### src/rtl/snitch_icache_pkg.sv
// snitch_icache_pkg: ID-bit encoding shared by the L0 refill path.
// Each port p owns two ID bits: 2*p marks a demand refill, 2*p+1 a prefetch.
package snitch_icache_pkg;

  localparam int unsigned ID_BITS_PER_PORT = 2;
  localparam int unsigned ID_REFILL_BIT    = 0;
  localparam int unsigned ID_PREFETCH_BIT  = 1;
  localparam int unsigned MAX_ID_WIDTH     = 32;

  function automatic logic [MAX_ID_WIDTH-1:0] port_id_mask(input int unsigned port);
    return ((MAX_ID_WIDTH'(1) << ID_REFILL_BIT) | (MAX_ID_WIDTH'(1) << ID_PREFETCH_BIT))
           << (ID_BITS_PER_PORT * port);
  endfunction

endpackage

### src/rtl/snitch_icache_refill_arbiter_rr.sv
// snitch_icache_refill_arbiter_rr: round-robin picker with an external pointer.
// Ports: i_valid  - request vector
//        i_rr     - port with highest priority this cycle
//        o_idx    - first valid port at or after i_rr, wrapping
//        o_found  - any request valid
module snitch_icache_refill_arbiter_rr #(
  parameter int unsigned NR_PORTS = 4,
  parameter int unsigned IW       = (NR_PORTS > 1) ? $clog2(NR_PORTS) : 1
) (
  input  logic [NR_PORTS-1:0] i_valid,
  input  logic [IW-1:0]       i_rr,
  output logic [IW-1:0]       o_idx,
  output logic                o_found
);

  logic [IW-1:0]       w_cand [NR_PORTS];
  logic [IW-1:0]       w_acc  [NR_PORTS+1];
  logic [NR_PORTS-1:0] w_hit;
  logic [NR_PORTS-1:0] w_first;

  // w_hit is the request vector rotated so offset 0 is the priority port;
  // isolating its lowest set bit picks the winning offset.
  assign w_first  = w_hit & (~w_hit + 1'b1);
  assign w_acc[0] = '0;

  for (genvar o = 0; o < NR_PORTS; o++) begin : g_off
    assign w_cand[o]  = IW'((i_rr + o) % NR_PORTS);
    assign w_hit[o]   = i_valid[w_cand[o]];
    assign w_acc[o+1] = w_acc[o] | (w_first[o] ? w_cand[o] : '0);
  end

  assign o_idx   = w_acc[NR_PORTS];
  assign o_found = |i_valid;

endmodule

### src/rtl/snitch_icache_refill_arbiter.sv
// snitch_icache_refill_arbiter: round-robin arbiter of L0 refill requests onto one
// refill port, with combinational ID-based response demultiplexing.
// Option: define SNITCH_ICACHE_REFILL_MERGE_EN to also grant, in the accepting
//         cycle, every valid port whose address equals the winner's (IDs OR-ed).
// Ports: clk_i, rst_i           - clock, synchronous active-high reset
//        in_req_*               - per-port requests (flattened, port 0 in LSBs)
//        in_rsp_*               - per-port responses (data/error broadcast)
//        out_req_*              - registered refill request
//        out_rsp_*              - refill response from the next level
module snitch_icache_refill_arbiter
  import snitch_icache_pkg::*;
#(
  parameter int unsigned NR_PORTS   = 4,
  parameter int unsigned FETCH_AW   = 32,
  parameter int unsigned LINE_WIDTH = 128,
  parameter int unsigned ID_WIDTH   = 2 * NR_PORTS
) (
  input  logic                           clk_i,
  input  logic                           rst_i,
  input  logic [NR_PORTS*FETCH_AW-1:0]   in_req_addr_i,
  input  logic [NR_PORTS*ID_WIDTH-1:0]   in_req_id_i,
  input  logic [NR_PORTS-1:0]            in_req_valid_i,
  output logic [NR_PORTS-1:0]            in_req_ready_o,
  output logic [LINE_WIDTH-1:0]          in_rsp_data_o,
  output logic                           in_rsp_error_o,
  output logic [NR_PORTS*ID_WIDTH-1:0]   in_rsp_id_o,
  output logic [NR_PORTS-1:0]            in_rsp_valid_o,
  input  logic [NR_PORTS-1:0]            in_rsp_ready_i,
  output logic [FETCH_AW-1:0]            out_req_addr_o,
  output logic [ID_WIDTH-1:0]            out_req_id_o,
  output logic                           out_req_valid_o,
  input  logic                           out_req_ready_i,
  input  logic [LINE_WIDTH-1:0]          out_rsp_data_i,
  input  logic                           out_rsp_error_i,
  input  logic [ID_WIDTH-1:0]            out_rsp_id_i,
  input  logic                           out_rsp_valid_i,
  output logic                           out_rsp_ready_o
);

  localparam int unsigned IW = (NR_PORTS > 1) ? $clog2(NR_PORTS) : 1;

  logic                r_valid;
  logic [FETCH_AW-1:0] r_addr;
  logic [ID_WIDTH-1:0] r_id;
  logic [IW-1:0]       r_rr;

  logic [FETCH_AW-1:0] w_addr [NR_PORTS];
  logic [ID_WIDTH-1:0] w_id   [NR_PORTS];
  logic [ID_WIDTH-1:0] w_mask [NR_PORTS];
  logic [ID_WIDTH-1:0] w_gid  [NR_PORTS+1];
  logic [NR_PORTS-1:0] w_grant;
  logic [NR_PORTS-1:0] w_rsp_hit;
  logic [IW-1:0]       w_win;
  logic [FETCH_AW-1:0] w_win_addr;
  logic                w_found;
  logic                w_accept;

  snitch_icache_refill_arbiter_rr #(
    .NR_PORTS (NR_PORTS),
    .IW       (IW)
  ) i_rr (
    .i_valid (in_req_valid_i),
    .i_rr    (r_rr),
    .o_idx   (w_win),
    .o_found (w_found)
  );

  assign w_win_addr = w_addr[w_win];
  assign w_gid[0]   = '0;

  for (genvar p = 0; p < NR_PORTS; p++) begin : g_port
    assign w_addr[p]    = in_req_addr_i[p*FETCH_AW +: FETCH_AW];
    assign w_id[p]      = in_req_id_i[p*ID_WIDTH +: ID_WIDTH];
    assign w_mask[p]    = ID_WIDTH'(port_id_mask(p));
    assign w_rsp_hit[p] = |(out_rsp_id_i & w_mask[p]);
    assign in_rsp_valid_o[p] = out_rsp_valid_i & w_rsp_hit[p];
    assign in_rsp_id_o[p*ID_WIDTH +: ID_WIDTH] = out_rsp_id_i & w_mask[p];
`ifdef SNITCH_ICACHE_REFILL_MERGE_EN
    assign w_grant[p] = w_found & in_req_valid_i[p] & (w_addr[p] == w_win_addr);
`else
    assign w_grant[p] = w_found & (w_win == IW'(p));
`endif
    assign w_gid[p+1] = w_gid[p] | (w_grant[p] ? w_id[p] : '0);
  end

  // A reset cycle never grants: the register is being cleared underneath it.
  assign w_accept       = w_found & (~r_valid | out_req_ready_i) & ~rst_i;
  assign in_req_ready_o = w_accept ? w_grant : '0;

  always_ff @(posedge clk_i) begin
    if (rst_i) begin
      r_valid <= 1'b0;
      r_rr    <= '0;
    end else if (w_accept) begin
      r_valid <= 1'b1;
      r_rr    <= (w_win == IW'(NR_PORTS - 1)) ? '0 : w_win + 1'b1;
    end else if (out_req_ready_i) begin
      r_valid <= 1'b0;
    end
  end

  always_ff @(posedge clk_i) begin
    if (w_accept) begin
      r_addr <= w_win_addr;
      r_id   <= w_gid[NR_PORTS];
    end
  end

  assign out_req_valid_o = r_valid;
  assign out_req_addr_o  = r_addr;
  assign out_req_id_o    = r_id;

  // Ports not addressed by the response do not hold it back; with no port
  // addressed the beat is simply consumed.
  assign in_rsp_data_o   = out_rsp_data_i;
  assign in_rsp_error_o  = out_rsp_error_i;
  assign out_rsp_ready_o = &(in_rsp_ready_i | ~w_rsp_hit);

  stable_while_stalled: assert property (@(posedge clk_i) disable iff (rst_i)
    r_valid && !out_req_ready_i |=> r_valid && $stable(r_addr) && $stable(r_id));

`ifndef SNITCH_ICACHE_REFILL_MERGE_EN
  single_grant: assert property (@(posedge clk_i) $onehot0(in_req_ready_o));
`endif

endmodule

### config.mk
export PLATFORM = sky130hd
export DESIGN_NAME = snitch_icache_refill_arbiter
export DESIGN_NICKNAME = d
export VERILOG_FILES = /design/src/rtl/snitch_icache_pkg.sv /design/src/rtl/snitch_icache_refill_arbiter_rr.sv /design/src/rtl/snitch_icache_refill_arbiter.sv
export SDC_FILE = /design/constraint.sdc
export NUM_CORES = 1
export LEC_CHECK = 0
export CAP_MARGIN = 5
export CORE_AREA = 2 2 201 203
export DETAILED_ROUTE_END_ITERATION = 6
export DIE_AREA = 0 0 203 205
export MAX_ROUTING_LAYER = met4
export PLACE_DENSITY = 0.5
export SETUP_SLACK_MARGIN = 0.05
export SLEW_MARGIN = 20
export SYNTH_ARGS = -nofsm -noshare
export SYNTH_HDL_FRONTEND = slang
export SYNTH_SLANG_ARGS = --single-unit
export TNS_END_PERCENT = 50
### constraint.sdc
create_clock -name clk_i -period 6.1 [get_ports clk_i]
set_input_delay 1.22 -clock clk_i [delete_from_list [all_inputs] [get_ports clk_i]]
set_output_delay 1.22 -clock clk_i [all_outputs]
set_load 0.05 [all_outputs]
Word level (Yosys, flattened, before mapping) --
Cells that the tools add are included.
Storage, ports and cells: register bits after elaboration 43, word-level logic and storage cells 72, output and inout port bits 211
Operators by class: reductions and logical operators 8, multiplexer cells 23, eq/ne operators 3, bitwise operators 24, magnitude comparators 5, add/sub/neg operators 5
Operator list (count):
- 32-bit binary-select mux with 2-bit select | 1
- 32-bit 2-to-1 mux | 2
- 8-bit 2-to-1 mux | 4
- 8-bit bitwise OR | 3
- 2-bit by 3-bit < comparator with 1-bit output (second input constant) | 4
- 1-bit AND | 10
- 2-bit 2-to-1 mux | 5
- 1-bit binary-select mux with 2-bit select | 4
- 4-bit inverter | 2
- 2-bit OR reduction | 4
- 1-bit 2-to-1 mux | 6
- 2-bit bitwise OR | 3
- 2-bit by 1-bit adder with 2-bit output (second input constant) | 2
- 2-bit adder (second input constant) | 2
- 4-bit by 1-bit adder with 4-bit output (second input constant) | 1
- 4-bit AND | 1
- 2-bit == test (second input constant) | 2
- 4-bit 2-to-1 mux | 1
- 4-bit bitwise OR | 1
- 4-bit AND reduction | 1
- 4-bit OR reduction | 1
- 3-bit >= comparator (second input constant) | 1
- 2-bit inverter with 3-bit output | 1
- 2-bit by 1-bit == test with 1-bit output (second input constant) | 1
- other kinds (4) | 5

Depth between registers and ports, before layout --
Gate-level depths: netlist of the first run.
depth in word-level cells 16, depth in mapped cells 12

Cells and area by module --
Synthesis of the first run repeated with hierarchy kept, for this count alone.
Unflattened totals: cell total of the unflattened synthesis 316, area total of the unflattened synthesis 3786.1 um2
By module, submodules not included:
- snitch_icache_refill_arbiter | cells an instance 303, times used 1, sequential area each 1261.2 um2, area an instance 3708.6 um2
- snitch_icache_refill_arbiter_rr | cells an instance 13, times used 1, sequential area each 0.0 um2, area an instance 77.6 um2

Least setup slack after synthesis of the first run --
Ideal clock, no wire load.
path kind input to output, start in out_req_ready_i, end out in_req_ready_o[0], data required time 4880 ps, buffers on the path 0, slack 996 ps, stages 4, data arrival time 3884 ps, path through nand2b_1 nand2b_1 nor2_1 and2_1
On the way: word-level cells in the longest chain between the ends 4
RTL lines:
- start, declared | RTL line snitch_icache_refill_arbiter.sv:32 | input logic out_req_ready_i,
- 1-bit bitwise OR | RTL line snitch_icache_refill_arbiter.sv:87 | assign w_accept = w_found & (~r_valid | out_req_ready_i) & ~rst_i;
- 1-bit AND (2 in series) | RTL line snitch_icache_refill_arbiter.sv:87
- named net w_accept | RTL line snitch_icache_refill_arbiter.sv:56 | logic w_accept;
- 4-bit 2-to-1 mux | RTL line snitch_icache_refill_arbiter.sv:88 | assign in_req_ready_o = w_accept ? w_grant : '0;
- end, declared | RTL line snitch_icache_refill_arbiter.sv:23 | output logic [NR_PORTS-1:0] in_req_ready_o,
The timed path passes the listed nets, and every way through them passes these cells.

Worst setup path after layout of the first run --
start in in_req_valid_i[0], end out in_req_ready_o[1]
On the way: word-level cells in the longest chain between the ends 12
RTL lines:
- start, declared | RTL line snitch_icache_refill_arbiter.sv:22 | input logic [NR_PORTS-1:0] in_req_valid_i,
- 1-bit binary-select mux with 2-bit select | RTL line snitch_icache_refill_arbiter_rr.sv:28 | assign w_hit[o] = i_valid[w_cand[o]];
- 1-bit 2-to-1 mux (implied by the code) | RTL line snitch_icache_refill_arbiter_rr.sv:28
- 4-bit inverter | RTL line snitch_icache_refill_arbiter_rr.sv:23 | assign w_first = w_hit & (~w_hit + 1'b1);
- 4-bit by 1-bit adder with 4-bit output | RTL line snitch_icache_refill_arbiter_rr.sv:23
- 4-bit AND | RTL line snitch_icache_refill_arbiter_rr.sv:23
- 2-bit 2-to-1 mux | RTL line snitch_icache_refill_arbiter_rr.sv:29 | assign w_acc[o+1] = w_acc[o] | (w_first[o] ? w_cand[o] : '0);
- 2-bit bitwise OR (3 in series) | RTL line snitch_icache_refill_arbiter_rr.sv:29
- 2-bit by 1-bit == test with 1-bit output | RTL line snitch_icache_refill_arbiter.sv:81 | assign w_grant[p] = w_found & (w_win == IW'(p));
- 1-bit AND | RTL line snitch_icache_refill_arbiter.sv:81
- 4-bit 2-to-1 mux * | RTL line snitch_icache_refill_arbiter.sv:88
Mark *: on every way between the ends. The rest lies on a longest branch, timed or not. The select of a mux whose other input is x is not followed.

==> flow_summary.toml, run 1 <==
[run_status]
outcome = "completed"

[logic_synthesis]
synth-main-ff-cell = "edfxtp_1"
async_reset_ff_frac = 0
yosysMostFrequentCell = "buf_4"
synth-edff-count = 40
yosysTopAreaCellShare = 0.303
synth-seq-cells = 43
avgSynthCellArea_um2 = 10.4
synth_seq_area_share = 0.315
syn_inst = 387
synth.area.top_cells = "buf_4, edfxtp_1, mux2i_1"
netlist_top_cells_count = "buf_4, mux2i_1, edfxtp_1"
yosysTopAreaCell = "buf_4"
synthesis.area_mm2 = 0.00401
synth.distinct_cells = 27
yosys_warnings = 0

[clocking]
cts_setup_buffers = 0
htree_levels = 2
cts_buffers = 5
insertion_delay_ns = 0.30
clock_path_buffers = 2
cts_sinks = 43
cts_tree = "built"
postCtsResizedCells = 0
hold_buffers = 0
clk_pin_slew_ns = 0.06
root_buffer = "clkbuf_16"

[floorplan]
core_mm2 = 0.0394
io_pins = 520
die_w_um = 203
die_h_um = 205
rows = 73
start_util = 0.102
dieArea_mm2 = 0.0416

[sta]
drv_slew = 0
skew_ns = 0.00547
final-setup-viol-count = 0
period_minus_slack_ns = 5.15
clock.fmax_ghz = 0.194
hold_viol_final = 0
rsz0062_at_grt = "no"
setup_tns_ns = 0
max_slew_margin = 0.368
worst_slew_pin_slew_ns = 0.947
min_period_over_period = 0.844

[power]
power_mw = 1.47
seqPwrFrac = 0.274
clkPwrFrac = 0.247
p_leak_nw = 2.19
switching_share = 0.370
ir_worst_vdd_mv = 0.0843
p_int_uw = 925
pwr-share-comb = 0.479
p_per_area_mw_per_mm2 = 241
p_sw_uw = 542

[setup_path]
path_class = "input port to output pin"
critical_path_peak_fanout = 9
cp-startpoint = "in_req_valid_i[0]"
slowest_delay_ns = 0.81
cp-end-kind = "output pin"
cp.required_ns = 4.88
crit_buf_inv = 3
cp_slowest_cell = "clkdlybuf4s50_1"
crit_chain = "clkdlybuf4s50_1 -> mux2i_1 -> nor2_1 -> a311oi_4 -> ha_1 -> nor2b_1 -> buf_4 -> nor2b_1 -> clkdlybuf4s50_1"
start_kind = "input port"
cpLargestDelayFamily = "buffers and inverters"
r2r_start = "r_rr[1]$_SDFFE_PP0P_"
critPathArrivalTime_ns = 3.93

[layout]
areaGrowthSynthToFinish_pct = 51.7
finalNetCount = 796
utilization = 0.154
antenna_cells = 0
drive_gt1_frac = 0.0455

[detailed_routing]
avgViaCountPerCell = 3.00
dr.pass1.iters = 5
detail-route-antenna-nets = 0
wl_um = 18500
vias = 3024
wl_per_cell_um = 18.3
remaining_drc_errors = 0
drtIter0Drc = 124

[min_path]
min_path_type = "register to register"
hold_start = "out_req_valid_o$_SDFFE_PP0P_"

[placed_design]
port-buffer-count = 237
dp_hpwl_um = 15600
place_congestion = 0.774

[grt]
grt_usage = 0.0860
antenna_found_initial = 0
grt_max_degree = 53
grt-ovfl-total = 0
first_global_vias = 3123
grt_pass1_wl_um = 24300

[run]
drv_cap = 0
==> state kept, by name, indices dropped and copies added, names as in the netlist <==
register	flops
out_req_addr_o	32
out_req_id_o	8
r_rr	2
out_req_valid_o	1
==> cell families (layout without fill, tap and decap cells) <==
group           after synthesis  after routing  synth area share
fa+ha+maj                     4              4            0.0125
compound gates               27             27            0.0506
mux                          97             97             0.242
simple gates                 34             34            0.0450
other cells                   1             24          0.000936
buf+inv                     181            255             0.334
flops                        43             43             0.315
==> through the flow <==
step	area (um2)	hold slack, ns	cells	setup WS (ns)
final	6080	0.526	1009	0.949
after global routing	6080	0.555	1009	0.795
after CTS	6080	0.531	1009	0.938
after detailed placement	5890	0.521	1001	0.949
after global placement	5890	0.496	1001	0.946
after floorplan	4090	0.501	410	0.996
==> worst min-delay path: stages (launching register included) <==
cell	delay, ns
dfxtp_1	0.31
nand2b_1	0.10
a21oi_1	0.07
==> cells in the final DEF, fill, tap and decap left out, drive strengths merged <==
cell / n
clkbuf: 6
a22oi: 16
ha: 4
a311oi: 1
o22ai: 2
nor2b: 11
nand2b: 4
bufinv: 2
nor2: 7
o21ai: 2
o31ai: 1
buf: 8
nand2: 9
or2b: 1
mux2i: 97
nor4: 1
edfxtp: 40
o2bb2a: 1
inv: 4
dfxtp: 3
conb: 24
clkdlybuf4s50: 235
and2: 1
a21oi: 4
==> worst paths after layout <==
check                            endpoint  slack, ns  cells after the start
max                     in_req_ready_o[1]       0.95                      9
min          out_req_valid_o$_SDFFE_PP0P_       0.53                      2
max reg2reg   out_req_addr_o[4]$_DFFE_PP_       3.47                      6
min reg2reg  out_req_valid_o$_SDFFE_PP0P_       0.53                      2
==> layer usage <==
layer	vias to the layer above	global-route usage	share of wire	routed length (um)
li1	1343	-	-	-
met1	1298	0.0646	0.28	5160
met2	319	0.152	0.50	9160
met3	64	0.0616	0.19	3420
met4	0	0.0441	0.040	742
met5	-	-	0	0
==> final cells by class <==
cell class / instances / area, um2
Fill cell: 4392 / 33300
Timing Repair Buffer: 243 / 2440
Multi-Input combinational cell: 186 / 1520
Sequential cell: 43 / 1260
Tap cell: 525 / 657
Clock buffer: 6 / 129
Clock inverter: 2 / 60.1
Inverter: 4 / 15.0
==> power by group through the flow <==
stage	registers, mW	logic, mW	clock network (mW)
2_1_floorplan	0.541	0.554	0
3_3_place_gp	0.408	0.715	0
3_5_place_dp	0.410	0.715	0
4_1_cts	0.403	0.718	0.387
5_1_grt	0.407	0.749	0.391
6_report	0.402	0.702	0.363
Power figures use the tool's default switching activity.
==> run 2, diff against run 1 <==
Settings changed: CORE_AREA 2 2 201 203 to 2 2 205 207, DIE_AREA 0 0 203 205 to 0 0 207 209.
Clock period 6.1 ns to 4.25 ns, I/O delays scaled along.
==> flow_summary.toml, run 2 (synthesis results as in run 1) <==
[run_status]
outcome = "completed"

[grt]
antenna_found_initial = 0
grt-ovfl-total = 0
first_global_vias = 3062
grt_usage = 0.0896
grt_pass1_wl_um = 26300
grt_max_degree = 65

[min_path]
hold_depth = 2
hold_start = "r_rr[0]$_SDFFE_PP0P_"
hold_end = "r_rr[0]$_SDFFE_PP0P_"
min_path_type = "register to register"

[layout]
antenna_cells = 0
finish.instance_area_mm2 = 0.00608
drive_gt1_frac = 0.0517
largest_reg_flops = 32
areaGrowthSynthToFinish_pct = 51.6
final_common_cell = "clkdlybuf4s50_1"
finalNetCount = 796
layout.cells.most_common_list = "clkdlybuf4s50_1, mux2i_1, edfxtp_1"

[floorplan]
core_mm2 = 0.0413
dieArea_mm2 = 0.0433
rows = 75
die_w_um = 207
die_h_um = 209
io_pins = 520
start_util = 0.0971

[sta]
worst_slew_pin_slew_ns = 0.682
clock.fmax_ghz = 0.254
min_period_over_period = 0.925
max_slew_margin = 0.544
skew_ns = 0.00836
period_minus_slack_ns = 3.93
setup_tns_ns = 0
drv_slew = 0
hold_viol_final = 0
final-setup-viol-count = 0
hold_slack_ns = 0.543
rsz0062_at_grt = "no"

[detailed_routing]
remaining_drc_errors = 0
wl_per_cell_um = 19.2
vias = 3023
drtIter0Drc = 70
avgViaCountPerCell = 2.96
dr.pass1.iters = 4
detail-route-antenna-nets = 0
wl_um = 19600

[power]
p_leak_nw = 2.19
ir_worst_vdd_mv = 0.189
p_per_area_mw_per_mm2 = 336

[clocking]
clock_path_buffers = 2
postCtsResizedCells = 0
cts_buffers = 5
root_buffer = "clkbuf_16"
cts_tree = "built"
hold_buffers = 0
cts_setup_buffers = 0
insertion_delay_ns = 0.30
clk_pin_slew_ns = 0.06
cts_sinks = 43
htree_levels = 2

[setup_path]
crit_chain = "clkdlybuf4s50_1 -> mux2i_1 -> nor2_1 -> a311oi_4 -> inv_2 -> ha_1 -> nor2b_1 -> nor2b_1 -> buf_12"
critical_path_peak_fanout = 9
r2r_cells = 5
cp_slowest_cell = "clkdlybuf4s50_1"
reg2reg_slack_ns = 1.94
critPathArrivalTime_ns = 3.08
cp-end-kind = "output pin"
cp.required_ns = 3.40
r2r_end = "out_req_addr_o[24]$_DFFE_PP_"
cpMostUsedCell = "nor2b_1"
r2r_start = "r_rr[1]$_SDFFE_PP0P_"
start_kind = "input port"
slowest_delay_ns = 0.61
path_class = "input port to output pin"

[placed_design]
dpl_cell_area_mm2 = 0.00591
port-buffer-count = 237
dp_hpwl_um = 16800
place_congestion = 0.717

[run]
drv_cap = 0
==> run 2: changes by cell type in the layout (fill, tap and decap cells not counted) <==
cell,before,now
clkinv_1,0,1
buf_12,2,3
buf_4,6,8
bufinv_16,2,1
clkbuf_1,1,0
clkdlybuf4s50_1,235,232
clkinv_2,0,1
==> run 2: final cells by class <==
cell class | instances | area, um2
Tap cell | 539 | 674
Clock inverter | 3 | 38.8
Multi-Input combinational cell | 186 | 1520
Clock buffer | 5 | 125
Timing Repair Buffer | 243 | 2440
Inverter | 4 | 15.0
Sequential cell | 43 | 1260
Fill cell | 4675 | 35200
==> run 2: how the worst max path moves through the flow <==
stage                      startpoint                 to  slack [ns]  depth (start not counted)
global placement    in_req_valid_i[0]  in_req_ready_o[2]        0.32                          8
global route        in_req_valid_i[0]  in_req_ready_o[2]        0.13                          8
floorplan           in_req_valid_i[2]  in_req_ready_o[1]        0.42                          9
detailed placement  in_req_valid_i[0]  in_req_ready_o[2]        0.29                          9
CTS                 in_req_valid_i[0]  in_req_ready_o[2]        0.30                          9
finish              in_req_valid_i[0]  in_req_ready_o[2]        0.32                          9
==> run 2: through the flow <==
step                std cells  worst slack [ns]  power, mW  utilization
floorplan                 410             0.423       1.57            -
global placement         1015             0.324       1.60        0.143
detailed placement       1015             0.293       1.61        0.143
CTS                      1023             0.295       2.10        0.147
global route             1023             0.126       2.15        0.147
finish                   1023             0.320       2.04        0.147
==> run 2: routing by layer <==
layer,GRT usage,share of wire,wire [um]
met1,0.0687,0.28,5570
met2,0.154,0.50,9740
met3,0.0648,0.17,3390
met4,0.0490,0.048,937
met5,-,0,0
==> run 2: where the power goes <==
| part | switching [mW] | total [mW] | internal (mW) |
|---|---|---|---|
| combinational | 0.573 | 1.01 | 0.437 |
| sequential | 0.0201 | 0.574 | 0.554 |
| clock | 0.179 | 0.454 | 0.275 |
==> run 2: worst max-delay path: cells and delay by family <==
kind	cells	cell delay, ns
simple gates	3	1.00
fa+ha+maj	1	0.13
compound gates	1	0.09
buf+inv	3	0.87
mux	1	0.12
==> run 3, diff against run 2 <==
Settings changed: CAP_MARGIN 5 to 30, GPL_TIMING_DRIVEN set to 0, HOLD_SLACK_MARGIN set to 0.02.
==> flow_summary.toml, run 3 (synthesis results as in run 1) <==
[placed_design]
dp.cells = 1317
dp_hpwl_um = 19100
place_congestion = 0.812
port-buffer-count = 366
dpl_cell_area_mm2 = 0.00847

[grt]
grt_pass1_wl_um = 30200
antenna_found_initial = 2
grt-ovfl-total = 0
grt_max_degree = 23
first_global_vias = 4394
grt_usage = 0.0985

[layout]
final_common_cell = "clkdlybuf4s50_1"
finalNetCount = 1098
areaGrowthSynthToFinish_pct = 116
fillers = 4541
drive_gt1_frac = 0.248
finish.instance_area_mm2 = 0.00867
antenna_cells = 0
layout.cells.most_common_list = "clkdlybuf4s50_1, buf_4, mux2i_1"
largest_reg_flops = 32
instances_no_fill = 1325

[setup_path]
cp-end-kind = "output pin"
cp.required_ns = 3.40
critPathArrivalTime_ns = 3.25
cp_slowest_cell = "clkdlybuf4s50_1"
reg2reg_slack_ns = 1.78
r2r_cells = 10
cp-startpoint = "in_req_valid_i[0]"
r2r_end = "out_req_id_o[6]$_DFFE_PP_"
r2r_start = "r_rr[1]$_SDFFE_PP0P_"
path_depth = 12
start_kind = "input port"
crit_chain = "clkdlybuf4s50_1 -> a21oi_1 -> o21ai_2 -> o2bb2a_4 -> buf_6 -> buf_6 -> buf_12 -> ha_1 -> nor2b_1 -> clkbuf_2 -> nor2b_1 -> buf_4"
path_class = "input port to output pin"
critical_path_peak_fanout = 11
slowest_delay_ns = 0.50
crit_buf_inv = 6
cpLargestDelayFamily = "buffers and inverters"
endpoint = "in_req_ready_o[3]"

[power]
switching_share = 0.410
p_leak_nw = 3.55
seqPwrFrac = 0.219
p_sw_mw = 1.07
pwr-share-comb = 0.583
p_int_mw = 1.54
clkPwrFrac = 0.198
ir_worst_vdd_mv = 0.125
power_mw = 2.62
p_per_area_mw_per_mm2 = 302

[floorplan]
io_pins = 520
start_util = 0.0971
rows = 75
die_w_um = 207
die_h_um = 209
core_mm2 = 0.0413
dieArea_mm2 = 0.0433

[sta]
min_period_over_period = 0.965
drv_slew = 0
final-setup-viol-count = 0
skew_ns = 0.00374
worst_slew_pin_slew_ns = 0.617
rsz0062_at_grt = "yes"
hold_viol_final = 0
max_slew_margin = 0.587
period_minus_slack_ns = 4.10
clock.fmax_ghz = 0.244

[clocking]
cts_tree = "built"
clk_pin_slew_ns = 0.06
clock_path_buffers = 2
root_buffer = "clkbuf_16"
cts_buffers = 5
cts_setup_buffers = 0
insertion_delay_ns = 0.30
hold_buffers = 0
htree_levels = 2
cts_sinks = 43

[min_path]
hold_depth = 2
min_path_type = "register to register"

[detailed_routing]
avgViaCountPerCell = 3.10
vias = 4106
wl_per_cell_um = 16.4
wl_um = 21800
drtIter0Drc = 129
dr.pass1.iters = 4
remaining_drc_errors = 0
detail-route-antenna-nets = 0

[run]
drv_cap = 0

[run_status]
outcome = "completed"
## run 3: cell types whose count changed in the layout (fill, tap and decap cells not counted), moves of 2 or more
cell             delta
buf_4             +156
clkdlybuf4s50_1   +130
buf_2               +5
clkbuf_2            +3
clkbuf_4            +2
buf_6               +5
## run 3: how the worst min path moves through the flow
| stage | startpoint | endpoint | slack (ns) |
|---|---|---|---|
| global placement | out_req_valid_o$_SDFFE_PP0P_ | out_req_valid_o$_SDFFE_PP0P_ | 0.50 |
| CTS | out_req_valid_o$_SDFFE_PP0P_ | out_req_valid_o$_SDFFE_PP0P_ | 0.52 |
| finish | out_req_valid_o$_SDFFE_PP0P_ | out_req_valid_o$_SDFFE_PP0P_ | 0.51 |
| floorplan | r_rr[0]$_SDFFE_PP0P_ | r_rr[0]$_SDFFE_PP0P_ | 0.50 |
| global route | out_req_valid_o$_SDFFE_PP0P_ | out_req_valid_o$_SDFFE_PP0P_ | 0.53 |
| detailed placement | out_req_valid_o$_SDFFE_PP0P_ | out_req_valid_o$_SDFFE_PP0P_ | 0.50 |
## run 3: timing repair
| action | 4_1_cts | 5_1_grt |
|---|---|---|
| gates cloned | 0 | 0 |
| setup endpoints to repair | 4 | 4 |
| gates resized for setup | 22 | 8 |
## run 3: worst reg2reg max path: stages (launching register included)
cell and delay (ns):
dfxtp_1 0.43, mux2i_1 0.21, nor2_1 0.05, a311oi_1 0.23
buf_4 0.36, inv_2 0.08, ha_1 0.22, nor2b_1 0.13
buf_1 0.21, a22oi_1 0.19, nand2_1 0.09
## run 3: area by class of cell
class / count / area [um2] / area share
Clock buffer: 6 / 129 / 0.0149
Sequential cell: 43 / 1260 / 0.146
Buffer: 176 / 1330 / 0.154
Clock inverter: 2 / 60.1 / 0.00693
Multi-Input combinational cell: 186 / 1500 / 0.173
Inverter: 4 / 15.0 / 0.00173
Tap cell: 539 / 674 / 0.0778
Timing Repair Buffer: 369 / 3690 / 0.426
## run 3: per-layer routing
metal / track usage / routed length (um) / part of all wire
met3: 0.0338 / 2030 / 0.093
met5: - / 0 / 0
met2: 0.184 / 11700 / 0.54
met4: 0.0214 / 220 / 0.010
met1: 0.0988 / 7850 / 0.36
## run 3: power groups by stage
stage	clock, mW	sequential [mW]	combinational, mW
2_1_floorplan	0	0.776	0.795
3_3_place_gp	0	0.582	1.54
3_5_place_dp	0	0.584	1.55
4_1_cts	0.548	0.574	1.55
5_1_grt	0.561	0.579	1.61
6_report	0.518	0.573	1.53
## run 3: through the flow
stage                     hold WS, ns  worst slack (ns)  utilization  TNS, ns
after floorplan                 0.501             0.423            -        0
after global placement          0.504             -1.48        0.204    -4.08
after detailed placement        0.505            -0.937        0.205    -3.04
after CTS                       0.517            0.0535        0.210        0
after global routing            0.534           0.00126        0.210        0
final                           0.514             0.147        0.210        0
